===== src/rtl/mux41_rr_arbiter_pkg.sv =====
// Shared constants for the 4:1 mux arbiter and the display blocks: state
// encoding and active-low seven-segment patterns {dp,g,f,e,d,c,b,a}.
package mux41_rr_arbiter_pkg;

  typedef enum logic {
    ST_IDLE  = 1'b0,
    ST_GRANT = 1'b1
  } state_t;

  localparam logic [7:0] SEG_BLANK = 8'hFF;
  localparam logic [7:0] SEG_0     = 8'hC0;
  localparam logic [7:0] SEG_1     = 8'hF9;
  localparam logic [7:0] SEG_2     = 8'hA4;
  localparam logic [7:0] SEG_3     = 8'hB0;

  function automatic logic [7:0] seg_digit(input logic [1:0] idx);
    logic [7:0] pattern;
    case (idx)
      2'd0:    pattern = SEG_0;
      2'd1:    pattern = SEG_1;
      2'd2:    pattern = SEG_2;
      default: pattern = SEG_3;
    endcase
    return pattern;
  endfunction

endpackage


===== src/rtl/mux41_rr_arbiter_rr_pick4.sv =====
// Combinational rotating-priority picker: first unmasked request at or
// after ptr (modulo 4) wins.
module rr_pick4
  import mux41_rr_arbiter_pkg::*;
(
  input  logic [3:0] req,
  input  logic [1:0] ptr,
  input  logic [3:0] mask,
  output logic [1:0] idx,
  output logic       any
);

  logic [3:0] elig;

  assign elig = req & ~mask;

  // Scan from the farthest offset down so the nearest eligible index wins.
  always_comb begin
    logic [1:0] pos;
    idx = 2'd0;
    any = 1'b0;
    pos = 2'd0;
    for (int k = 3; k >= 0; k--) begin
      pos = ptr + 2'(k);
      if (elig[pos]) begin
        idx = pos;
        any = 1'b1;
      end
    end
  end

endmodule


===== src/rtl/mux41_rr_arbiter.sv =====
// Round-robin arbiter owning the select of the shared 4:1 mux, with a
// bounded hold time per owner and a seven-segment owner display.
module mux41_rr_arbiter
  import mux41_rr_arbiter_pkg::*;
#(
  parameter int HOLD_MAX = 8,
  parameter int CNT_W    = 8
) (
  input  logic       clk,
  input  logic       rst_n,
  input  logic [3:0] req,
  output logic [3:0] gnt,
  output logic       gnt_valid,
  output logic [1:0] sel,
  output logic [7:0] seg0
);

  state_t           state_reg, state_next;
  logic [1:0]       ptr_reg, ptr_next;
  logic [1:0]       sel_reg, sel_next;
  logic [CNT_W-1:0] cnt_reg, cnt_next;
  logic [3:0]       gnt_reg, gnt_next;
  logic [7:0]       seg_reg, seg_next;

  logic       owner_req;
  logic       at_limit;
  logic       force_rot;
  logic [3:0] mask;
  logic [1:0] pick_idx;
  logic       pick_any;

  assign owner_req = req[sel_reg];
  assign at_limit  = (cnt_reg == CNT_W'(HOLD_MAX));
  assign force_rot = (state_reg == ST_GRANT) && owner_req && at_limit;

  // Only a forced rotation hides the owner; a dropped owner has req low anyway.
  generate
    for (genvar gi = 0; gi < 4; gi++) begin : g_mask
      assign mask[gi] = force_rot && (sel_reg == 2'(gi));
    end
  endgenerate

  rr_pick4 u_pick (
    .req  (req),
    .ptr  (ptr_reg),
    .mask (mask),
    .idx  (pick_idx),
    .any  (pick_any)
  );

  always_ff @(posedge clk or negedge rst_n) begin
    if (!rst_n) begin
      state_reg <= ST_IDLE;
      ptr_reg   <= 2'd0;
      sel_reg   <= 2'd0;
      cnt_reg   <= '0;
      gnt_reg   <= 4'b0000;
      seg_reg   <= SEG_BLANK;
    end else begin
      state_reg <= state_next;
      ptr_reg   <= ptr_next;
      sel_reg   <= sel_next;
      cnt_reg   <= cnt_next;
      gnt_reg   <= gnt_next;
      seg_reg   <= seg_next;
    end
  end

  always_comb begin
    logic take;
    take       = 1'b0;
    state_next = state_reg;
    ptr_next   = ptr_reg;
    sel_next   = sel_reg;
    cnt_next   = cnt_reg;
    gnt_next   = gnt_reg;
    seg_next   = seg_reg;
    case (state_reg)
      ST_IDLE: begin
        take = pick_any;
      end
      default: begin
        if (owner_req && !at_limit) begin
          cnt_next = cnt_reg + 1'b1;
        end else if (owner_req) begin
          take = pick_any;  // no challenger: keep grant, counter stays saturated
        end else if (pick_any) begin
          take = 1'b1;
        end else begin
          state_next = ST_IDLE;
          gnt_next   = 4'b0000;
          seg_next   = SEG_BLANK;
          cnt_next   = '0;
        end
      end
    endcase
    if (take) begin
      state_next = ST_GRANT;
      sel_next   = pick_idx;
      gnt_next   = 4'b0001 << pick_idx;
      cnt_next   = CNT_W'(1);
      ptr_next   = pick_idx + 2'd1;
      seg_next   = seg_digit(pick_idx);
    end
  end

  always_comb begin
    gnt       = gnt_reg;
    gnt_valid = |gnt_reg;
    sel       = sel_reg;
    seg0      = seg_reg;
  end

endmodule

===== config.mk =====
export PLATFORM = sky130hd
export DESIGN_NAME = mux41_rr_arbiter
export DESIGN_NICKNAME = d
export VERILOG_FILES = /design/src/rtl/mux41_rr_arbiter_pkg.sv /design/src/rtl/mux41_rr_arbiter_rr_pick4.sv /design/src/rtl/mux41_rr_arbiter.sv
export SDC_FILE = /design/constraint.sdc
export NUM_CORES = 1
export LEC_CHECK = 0
export CAP_MARGIN = 20
export CORE_ASPECT_RATIO = 1.2
export CORE_UTILIZATION = 30
export DETAILED_ROUTE_END_ITERATION = 10
export GPL_ROUTABILITY_DRIVEN = 0
export SLEW_MARGIN = 20
export SYNTH_ARGS = -nofsm -noshare
export SYNTH_HDL_FRONTEND = slang
export SYNTH_HIERARCHICAL = 1
export SYNTH_SLANG_ARGS = --single-unit

===== constraint.sdc =====
create_clock -name clk -period 2.7 [get_ports clk]
set_input_delay 0.54 -clock clk [delete_from_list [all_inputs] [get_ports clk]]
set_output_delay 0.54 -clock clk [all_outputs]
set_load 0.005 [all_outputs]

==> flow_metrics.py, run 1 <==
metrics = {
    "status": {
        "run_status": "finished, violations left",
        "violations": "negative setup slack",
    },
    "critical_path": {
        "worst_setup_path_start_kind": "flop",
        "cpMaxStageDelayCell": "or4_4",
        "cpPeakStageDelay_ps": 560,
        "r2r-end": "gnt[0]",
        "timing.rr.start": "cnt_reg[4]",
        "path_cells": "or4_4, nor3_4, and4_4, nand2b_4, nor2b_4, nand3_2, buf_6, nor3b_4, and2b_1, mux2_4",
        "worstSetupEndpointType": "flop",
        "ff2ff_path_depth": 10,
        "reg2reg_slack_ps": -30,
        "worstPathMaxFanout": 5,
        "crit_required_ps": 2850,
        "arrival_ps": 2890,
        "critPathKind": "reg -> reg",
    },
    "sta": {
        "drv_slew": 0,
        "clock-skew-final_ps": 3.879,
        "max-slew-margin-rel_pct": 56.82,
        "fmax_ghz": 0.3662,
        "finalSetupViolations": 3,
        "tightest_slew_ps": 647.7,
        "timing.final.ws_setup_ps": -31.04,
        "hold_viol": 0,
        "whs_ps": 513.3,
        "post-route-period-util_pct": 101.1,
        "rsz0062_at_grt": "yes",
        "min_period_ps": 2731,
    },
    "synthesis": {
        "synth_cell_types": 47,
        "syn_inst": 135,
        "seq_area_frac_synth_pct": 40.45,
        "yosysWarnings": 6,
        "syn_nets": 150,
        "synth_edf_count": 0,
        "syn_area_sq_um": 1441,
        "ys_seq_elements": 23,
        "synth_async_sr_flop_share_pct": 100.0,
        "synth_top_flop_cell": "dfrtp_1",
        "avgSynthCellArea_sq_um": 10.68,
    },
    "floorplanning": {
        "pin_count": 21,
        "start_util_pct": 31.37,
        "core_area_sq_um": 4594,
        "die_w_microns": 65.28,
        "rows": 27,
        "die_area_sq_um": 5087,
        "die_h_microns": 77.93,
    },
    "clocking": {
        "path_clk_slew_ps": 80,
        "cts-root-buf": "clkbuf_8",
        "cts_num_sinks": 23,
        "cts_htree_levels": 1,
        "cts-hold-fix-buffers": 0,
        "clock_latency_ps": 260,
        "cts_buffers": 3,
        "cts_tree": "yes",
        "max-clock-path-buffers": 2,
    },
    "placed_design": {
        "dpl.hpwl_microns": 2287,
        "dp_slack_ps": -196.1,
        "dp.cells": 231,
        "portBuffers": 19,
    },
    "power": {
        "switchingPower_mw": 0.6653,
        "p_int_mw": 1.233,
        "leakagePower_nw": 0.9006,
        "power_mw": 1.898,
        "peakVddDrop_mv": 0.3885,
        "pwr-share-comb_pct": 56.4,
        "swShare_pct": 35.04,
        "power_frac_seq_pct": 32.2,
        "clkPwrFrac_pct": 11.4,
        "p_per_area_nw_per_um2": 917.3,
    },
    "layout": {
        "final_util_pct": 45.04,
        "drive_gt1_share_pct": 41.85,
        "antenna_cells": 0,
        "largest_reg_flops": 8,
        "nFillCells": 442,
        "area_delta_synth_final_pct": 43.58,
        "layout.cells.non_filler": 242,
        "final_net_count": 200,
    },
    "route": {
        "via_per_inst": 4.826,
        "ant_nets": 0,
        "detail_route.wl_per_cell_microns": 13.40,
        "drtIter0Drc": 34,
        "dr.pass1.iters": 4,
        "drt_wl_total_microns": 3242,
        "drc_errors": 0,
        "vias": 1168,
    },
    "global_routing": {
        "grt_use_met2_pct": 23.30,
        "antenna_found_initial": 0,
        "met1_usage_pct": 15.55,
        "grt.total_usage_pct": 13.04,
        "grt_pass1_vias": 1186,
        "grt_pass1_wl_microns": 5237,
        "grt_max_degree": 24,
        "grt_busiest_layer": "met2",
        "use_met3_pct": 1.176,
        "gr-total-overflow": 0,
    },
    "hold_path": {
        "worstHoldEndpoint": "seg0[4]",
        "hold_depth": 1,
        "min_path_type": "reg -> reg",
        "min-delay-start": "seg0[4]",
    },
    "run": {
        "drv_cap": 0,
    },
}
## area by class of cell
cell class              count  area [sq um]  share of cell area, %
repair buffers             49         434.2                  20.98
multi-input cells          99         900.9                  43.53
clock buffers               4         45.04                  2.177
inverters                   9         33.78                  1.632
flip-flops and latches     23         583.1                  28.17
well taps                  58         72.57                  3.507
## metrics by stage
step | cell area (sq um) | setup TNS (ps)
final | 2069 | -74.57
after global routing | 2069 | -1081
after CTS | 2007 | -472.4
after detailed placement | 1876 | -1150
after global placement | 1876 | -516.1
after floorplan | 1470 | 0
## routing by layer
layer | share of wire [%] | vias to the layer above | routed length, microns
li1 | - | 574 | -
met1 | 46 | 576 | 1491
met2 | 51 | 16 | 1646
met3 | 2.0 | 2 | 65
met4 | 1.2 | 0 | 38
met5 | 0 | - | 0
## synthesized netlist by cell type, types with 2 or more instances
master | n | area share (%)
dfrtp_1 | 17 | 30
nor2_1 | 12 | 3.1
ha_1 | 9 | 7.8
inv_1 | 9 | 2.3
nor2b_1 | 8 | 3.5
nand2_1 | 7 | 1.8
dfstp_2 | 6 | 11
mux2_2 | 5 | 3.9
mux2_4 | 4 | 4.2
mux2i_1 | 4 | 2.8
a21oi_1 | 3 | 1.0
and2b_1 | 3 | 1.6
buf_4 | 3 | 1.6
nand2b_1 | 3 | 1.3
nor3_1 | 3 | 1.0
xnor2_1 | 3 | 1.8
a21o_2 | 2 | 1.2
and4_2 | 2 | 1.4
o2111ai_1 | 2 | 1.2
o21ai_0 | 2 | 0.69
xor2_1 | 2 | 1.2
## cells by family after synthesis
family                     Yosys count  share of synthesized area, %
AOI/OAI and AO/OA                   23                         12.33
xor gates and xnor gates             5                         3.039
adders and majority gates            9                         7.813
buffers and inverters               14                         4.947
DFF                                 23                         40.45
muxes                               14                         12.41
other                                1                        0.2602
and+or+nand+nor                     46                         18.75
## how the worst max path moves through the flow
stage / startpoint / endpoint / slack [ps] / cells past startpoint
after floorplan: cnt_reg[5] / gnt[0] / 10 / 10
after global placement: req[3] / cnt_reg[7] / -120 / 13
after detailed placement: req[1] / seg0[6] / -200 / 12
after CTS: cnt_reg[4] / gnt[0] / -100 / 10
after global routing: cnt_reg[4] / gnt[0] / -150 / 11
final: cnt_reg[4] / gnt[0] / -30 / 10
## power by group through the flow
stage	Combinational (mW)	Clock [mW]	Sequential, mW
2_1_floorplan	0.567	0	0.598
3_3_place_gp	0.951	0	0.608
3_5_place_dp	0.972	0	0.615
4_1_cts	1.02	0.226	0.610
5_1_grt	1.16	0.239	0.633
6_report	1.07	0.217	0.611
## critical path, delay by kind of cell (launching register included)
kind	cells	cell delay, ps
flip-flops	1	390
buffers and inverters	1	130
multiplexers	1	250
AND/OR/NAND/NOR	8	1840
## what timing repair did
item | in CTS | in global routing
setup endpoints to repair | 10 | 20
pin swaps | 11 | 3
cloned | 0 | 1
setup buffers | 6 | 1
resized for setup | 10 | 12
## cells in the final DEF (no fill, tap or decap), types with 3 or more instances in the layout
master           instances
buf_6                    5
xnor2_1                  3
and2b_1                  3
clkbuf_8                 3
ha_2                     3
inv_1                    7
nand2_1                  7
clkdlybuf4s50_1         19
nor2b_1                  6
dfrtp_1                 17
mux2_2                   5
dfstp_2                  6
mux2i_1                  4
nand2b_4                 3
buf_4                   25
ha_1                     5
nor2_1                  11
mux2_4                   4
Note: power is estimated with default switching activity, not from simulation.
==> inputs of run 2 (changes only) <==
--- a/config.mk
+++ b/config.mk
@@ -9,6 +9,7 @@
 export CORE_ASPECT_RATIO = 1.2
 export CORE_UTILIZATION = 30
 export DETAILED_ROUTE_END_ITERATION = 10
+export DONT_BUFFER_PORTS = 1
 export GPL_ROUTABILITY_DRIVEN = 0
 export SLEW_MARGIN = 20
 export SYNTH_ARGS = -nofsm -noshare
==> run 2 against run 1 <==
The flow now finishes without violations. Sequential power increased by 3%. Total power shrank 9.1%. Clock skew fell by 1.1 ps. First-iteration DRC count decreased by 18%. Sequential share of layout area up 3.2 points. Critical path depth did not move. Critical path type unchanged.
==> flow_metrics.py, run 2 (synthesized netlist as in run 1, its figures left out) <==
metrics = {
    "status": {
        "run_status": "completed",
    },
    "global_routing": {
        "antenna_found_initial": 0,
        "grt_pass1_wl_microns": 5437,
        "gr-total-overflow": 0,
        "grt_max_degree": 18,
        "grt.total_usage_pct": 14.12,
        "grt_pass1_vias": 1152,
    },
    "layout": {
        "antenna_cells": 0,
        "drive_gt1_share_pct": 46.84,
        "mostFrequentLayoutCell": "buf_4",
        "final_util_pct": 40.44,
        "layout_common_cells": "buf_4, dfrtp_1, nor2_1",
        "largest_reg_flops": 8,
        "area_delta_synth_final_pct": 28.91,
        "layout.cells.non_filler": 216,
        "final_net_count": 174,
        "final_area_sq_um": 1858,
    },
    "route": {
        "ant_nets": 0,
        "drtIter0Drc": 28,
        "dr.pass1.iters": 4,
        "detail_route.wl_per_cell_microns": 14.95,
        "vias": 1097,
        "via_per_inst": 5.079,
        "drc_errors": 0,
        "drt_wl_total_microns": 3230,
    },
    "floorplanning": {
        "start_util_pct": 31.37,
        "die_h_microns": 77.93,
        "die_w_microns": 65.28,
        "rows": 27,
        "pin_count": 21,
        "die_area_sq_um": 5087,
        "core_area_sq_um": 4594,
    },
    "critical_path": {
        "worstSetupEndpointType": "flop",
        "timing.rr.start": "cnt_reg[7]",
        "worstPathMaxFanout": 4,
        "arrival_ps": 2850,
        "critPathKind": "reg -> reg",
        "critical_path.startpoint": "cnt_reg[7]",
        "worst_setup_path_start_kind": "flop",
        "crit_required_ps": 2860,
    },
    "run": {
        "drv_cap": 0,
    },
    "power": {
        "p_per_area_nw_per_um2": 928.3,
        "p_int_mw": 1.068,
        "power_frac_seq_pct": 36.3,
        "switchingPower_mw": 0.6565,
        "clkPwrFrac_pct": 12.9,
        "leakagePower_nw": 0.8047,
        "peakVddDrop_mv": 0.3671,
        "power_mw": 1.725,
        "swShare_pct": 38.06,
        "pwr-share-comb_pct": 50.7,
    },
    "sta": {
        "post-route-period-util_pct": 99.39,
        "fmax_ghz": 0.3727,
        "rsz0062_at_grt": "yes",
        "finalSetupViolations": 0,
        "whs_ps": 99.05,
        "tightest_slew_ps": 827.6,
        "min_period_ps": 2683,
        "drv_slew": 0,
        "max-slew-margin-rel_pct": 44.64,
        "clock-skew-final_ps": 2.729,
        "hold_viol": 0,
    },
    "hold_path": {
        "min_path_type": "in -> async",
    },
    "placed_design": {
        "dpl.hpwl_microns": 2295,
        "portBuffers": 0,
        "dpl_cell_area_sq_um": 1630,
        "dp.cells": 203,
    },
    "clocking": {
        "max-clock-path-buffers": 2,
        "path_clk_slew_ps": 90,
        "cts_buffers": 3,
        "cts_tree": "yes",
        "cts-root-buf": "clkbuf_8",
        "clock_latency_ps": 270,
        "cts_num_sinks": 23,
        "cts_htree_levels": 1,
    },
}
-- run 2: cell count changes in the layout (fill, tap and decap cells not counted), sizes merged --
cell,previous run,this run
buf,30,23
clkbuf,4,3
clkdlybuf4s50,19,0
clkinv,0,1
dlygate4sd3,0,1
o21ai,5,4
-- run 2: worst paths after layout --
kind	end	slack [ps]	depth (start not counted)
max	gnt[0]	20	10
min	seg0[3]	100	0
max reg2reg	gnt[0]	20	10
min reg2reg	cnt_reg[0]	510	1
max in group asynchronous	cnt_reg[2]	1390	1
min in group clk	cnt_reg[0]	510	1
-- run 2: per-stage QoR --
stage	setup slack [ps]	TNS, ps
global route	-167.6	-1885
global placement	-20.26	-20.26
CTS	-23.25	-88.87
floorplan	12.14	0
finish	16.56	0
detailed placement	-45.91	-118.9
-- run 2: critical path, cell delays in order (launching register included) --
cell and delay (ps):
dfrtp_1 380, or4_4 550, nor3_4 180, and4_4 240, nand2b_4 130, mux2i_1 80, a211oi_2 320, inv_2 120
ha_4 180, buf_4 120, mux2_4 260
-- run 2: final cells by class --
| type | instances | area, sq um |
|---|---|---|
| fillers | 481 | 2736 |
| multi-input cells | 98 | 923.4 |
| flip-flops and latches | 23 | 583.1 |
| repair buffers | 24 | 198.9 |
| well taps | 58 | 72.57 |
| clock buffers | 3 | 41.29 |
| inverters | 9 | 33.78 |
| clock inverters | 1 | 5.005 |
-- run 2: layer usage --
| layer | global-route usage [%] | share of wire [%] | vias to the layer above |
|---|---|---|---|
| met5 | 0 | 0 | - |
| met4 | 8.696 | 3.1 | 0 |
| met3 | 2.059 | 5.1 | 7 |
| met2 | 24.43 | 52 | 33 |
| met1 | 15.89 | 40 | 543 |
| li1 | - | - | 514 |
-- run 2: power groups by stage --
stage	Clock, mW	Combinational, mW	Sequential, mW
finish	0.223	0.875	0.627
global route	0.244	0.970	0.649
CTS	0.229	0.831	0.628
detailed placement	0	0.752	0.632
global placement	0	0.728	0.627
floorplan	0	0.567	0.598
-- run 2: timing repair --
action                                  4_1_cts  5_1_grt
buffers inserted                              3        5
pin swaps                                    12        6
hold endpoints to repair                     17        0
hold buffers                                  1        0
endpoints found under the setup margin        6       17
gates resized for setup                      16        7
==> inputs of run 3 (changes only) <==
--- a/config.mk
+++ b/config.mk
@@ -7,6 +7,7 @@
 export LEC_CHECK = 0
 export CAP_MARGIN = 20
 export CORE_ASPECT_RATIO = 1.2
+export CORE_MARGIN = 8
 export CORE_UTILIZATION = 30
 export DETAILED_ROUTE_END_ITERATION = 10
 export DONT_BUFFER_PORTS = 1
==> run 3 against run 2 <==
Worst hold slack improved by 12 ps. Wire length increased by 2.6%. Clock-buffer cell count increased by 1. The run now ends with negative setup slack left. Critical path type unchanged. Via count decreased by 1.4%. Highest routed layer unchanged. Sequential cell count unchanged. Final cell count decreased by 0.93%. Clock power decreased by 5%.
==> flow_metrics.py, run 3 (synthesized netlist as in run 1, its figures left out) <==
metrics = {
    "status": {
        "run_status": "finished, violations left",
        "violations": "negative setup slack",
    },
    "route": {
        "drt_wl_total_microns": 3313,
        "ant_nets": 0,
        "drc_errors": 0,
        "dr.pass1.iters": 4,
        "vias": 1082,
        "detail_route.wl_per_cell_microns": 15.48,
        "via_per_inst": 5.056,
        "drtIter0Drc": 33,
    },
    "clocking": {
        "path_clk_slew_ps": 80,
        "cts-root-buf": "clkbuf_8",
        "max-clock-path-buffers": 2,
        "cts_buffers": 3,
        "cts_num_sinks": 23,
        "cts_htree_levels": 1,
        "cts_tree": "yes",
        "clock_latency_ps": 260,
    },
    "layout": {
        "area_delta_synth_final_pct": 26.39,
        "final_area_sq_um": 1822,
        "final_net_count": 172,
        "layout_common_cells": "buf_4, dfrtp_1, nor2_1",
        "largest_reg_flops": 8,
        "antenna_cells": 0,
        "final_util_pct": 39.65,
        "drive_gt1_share_pct": 43.59,
        "mostFrequentLayoutCell": "buf_4",
        "layout.cells.non_filler": 214,
    },
    "global_routing": {
        "grt_pass1_vias": 1157,
        "grt.total_usage_pct": 9.425,
        "grt_busiest_layer": "met2",
        "grt_use_met2_pct": 15.44,
        "grt_pass1_wl_microns": 5520,
        "met1_usage_pct": 10.52,
        "use_met3_pct": 1.953,
        "gr-total-overflow": 0,
        "antenna_found_initial": 0,
        "grt_max_degree": 18,
    },
    "floorplanning": {
        "die_area_sq_um": 7288,
        "rows": 27,
        "start_util_pct": 31.37,
        "pin_count": 21,
        "die_w_microns": 79.28,
        "core_area_sq_um": 4594,
        "die_h_microns": 91.93,
    },
    "power": {
        "leakagePower_nw": 0.7892,
        "peakVddDrop_mv": 0.3832,
        "p_per_area_nw_per_um2": 925.7,
        "power_mw": 1.686,
    },
    "run": {
        "drv_cap": 0,
    },
    "critical_path": {
        "worst_setup_path_start_kind": "flop",
        "worstSetupEndpointType": "flop",
        "critPathKind": "reg -> reg",
        "crit_required_ps": 2850,
        "worstPathMaxFanout": 6,
        "arrival_ps": 2870,
    },
    "hold_path": {
        "min_path_type": "in -> async",
    },
    "sta": {
        "drv_slew": 0,
        "rsz0062_at_grt": "yes",
        "min_period_ps": 2718,
        "whs_ps": 110.7,
        "finalSetupViolations": 3,
        "clock-skew-final_ps": 1.402,
        "max-slew-margin-rel_pct": 44.72,
        "timing.final.ws_setup_ps": -17.80,
        "post-route-period-util_pct": 100.7,
        "hold_viol": 0,
        "fmax_ghz": 0.3679,
        "tightest_slew_ps": 826.5,
    },
    "placed_design": {
        "dp.cells": 203,
        "dpl.hpwl_microns": 2413,
        "dpl_cell_area_sq_um": 1630,
        "portBuffers": 0,
    },
}
## run 3: cell count changes in the layout (fill, tap and decap cells not counted), sizes merged
cell and change:
clkinv -1, buf -2, clkbuf +1
## run 3: final timing paths
kind	start	endpoint	slack [ps]	cells past startpoint
max in group asynchronous	rst_n	gnt[3]	1380	1
min reg2reg	seg0[4]	seg0[4]	540	1
min	rst_n	seg0[6]	110	0
max reg2reg	cnt_reg[7]	gnt[2]	-20	10
min in group clk	seg0[4]	seg0[4]	540	1
max	cnt_reg[7]	gnt[2]	-20	10
## run 3: worst max-delay path, stage by stage (launching register included)
cell and delay (ps):
dfrtp_1 390, or4_4 560, nor3_4 200, nand4_1 170
nor2_1 170, nor2b_2 80, nor2b_4 150, nand3_4 140
nor3b_4 280, and2b_1 220, mux2_4 250
## run 3: repair_timing
action                                  in CTS  in global routing
hold endpoints to repair                    17                  0
hold buffers                                 1                  0
buffers inserted                             5                  2
resized for setup                            9                 10
pin swaps                                    5                 10
endpoints found under the setup margin      10                 17
## run 3: final cells by class
| cell class | count | area [sq um] |
|---|---|---|
| Fill cell | 461 | 2773 |
| Multi-Input combinational cell | 98 | 903.4 |
| Sequential cell | 23 | 583.1 |
| Timing Repair Buffer | 22 | 183.9 |
| Tap cell | 58 | 72.57 |
| Clock buffer | 4 | 45.04 |
| Inverter | 9 | 33.78 |
## run 3: per-layer routing
metal / part of all wire (%) / vias up
li1: - / 512
met1: 40 / 533
met2: 50 / 28
met3: 6.3 / 9
met4: 4.0 / 0
met5: 0 / -
## run 3: through the flow
| stage | setup WS, ps | TNS, ps |
|---|---|---|
| after global routing | -156.0 | -1176 |
| after floorplan | 12.14 | 0 |
| final | -17.80 | -25.80 |
| after detailed placement | -75.85 | -367.6 |
| after global placement | -12.37 | -22.79 |
| after CTS | -62.24 | -300.8 |
## run 3: power by group
part,internal [mW],switching (mW)
clock,0.105,0.106
sequential,0.493,0.139
combinational,0.455,0.388
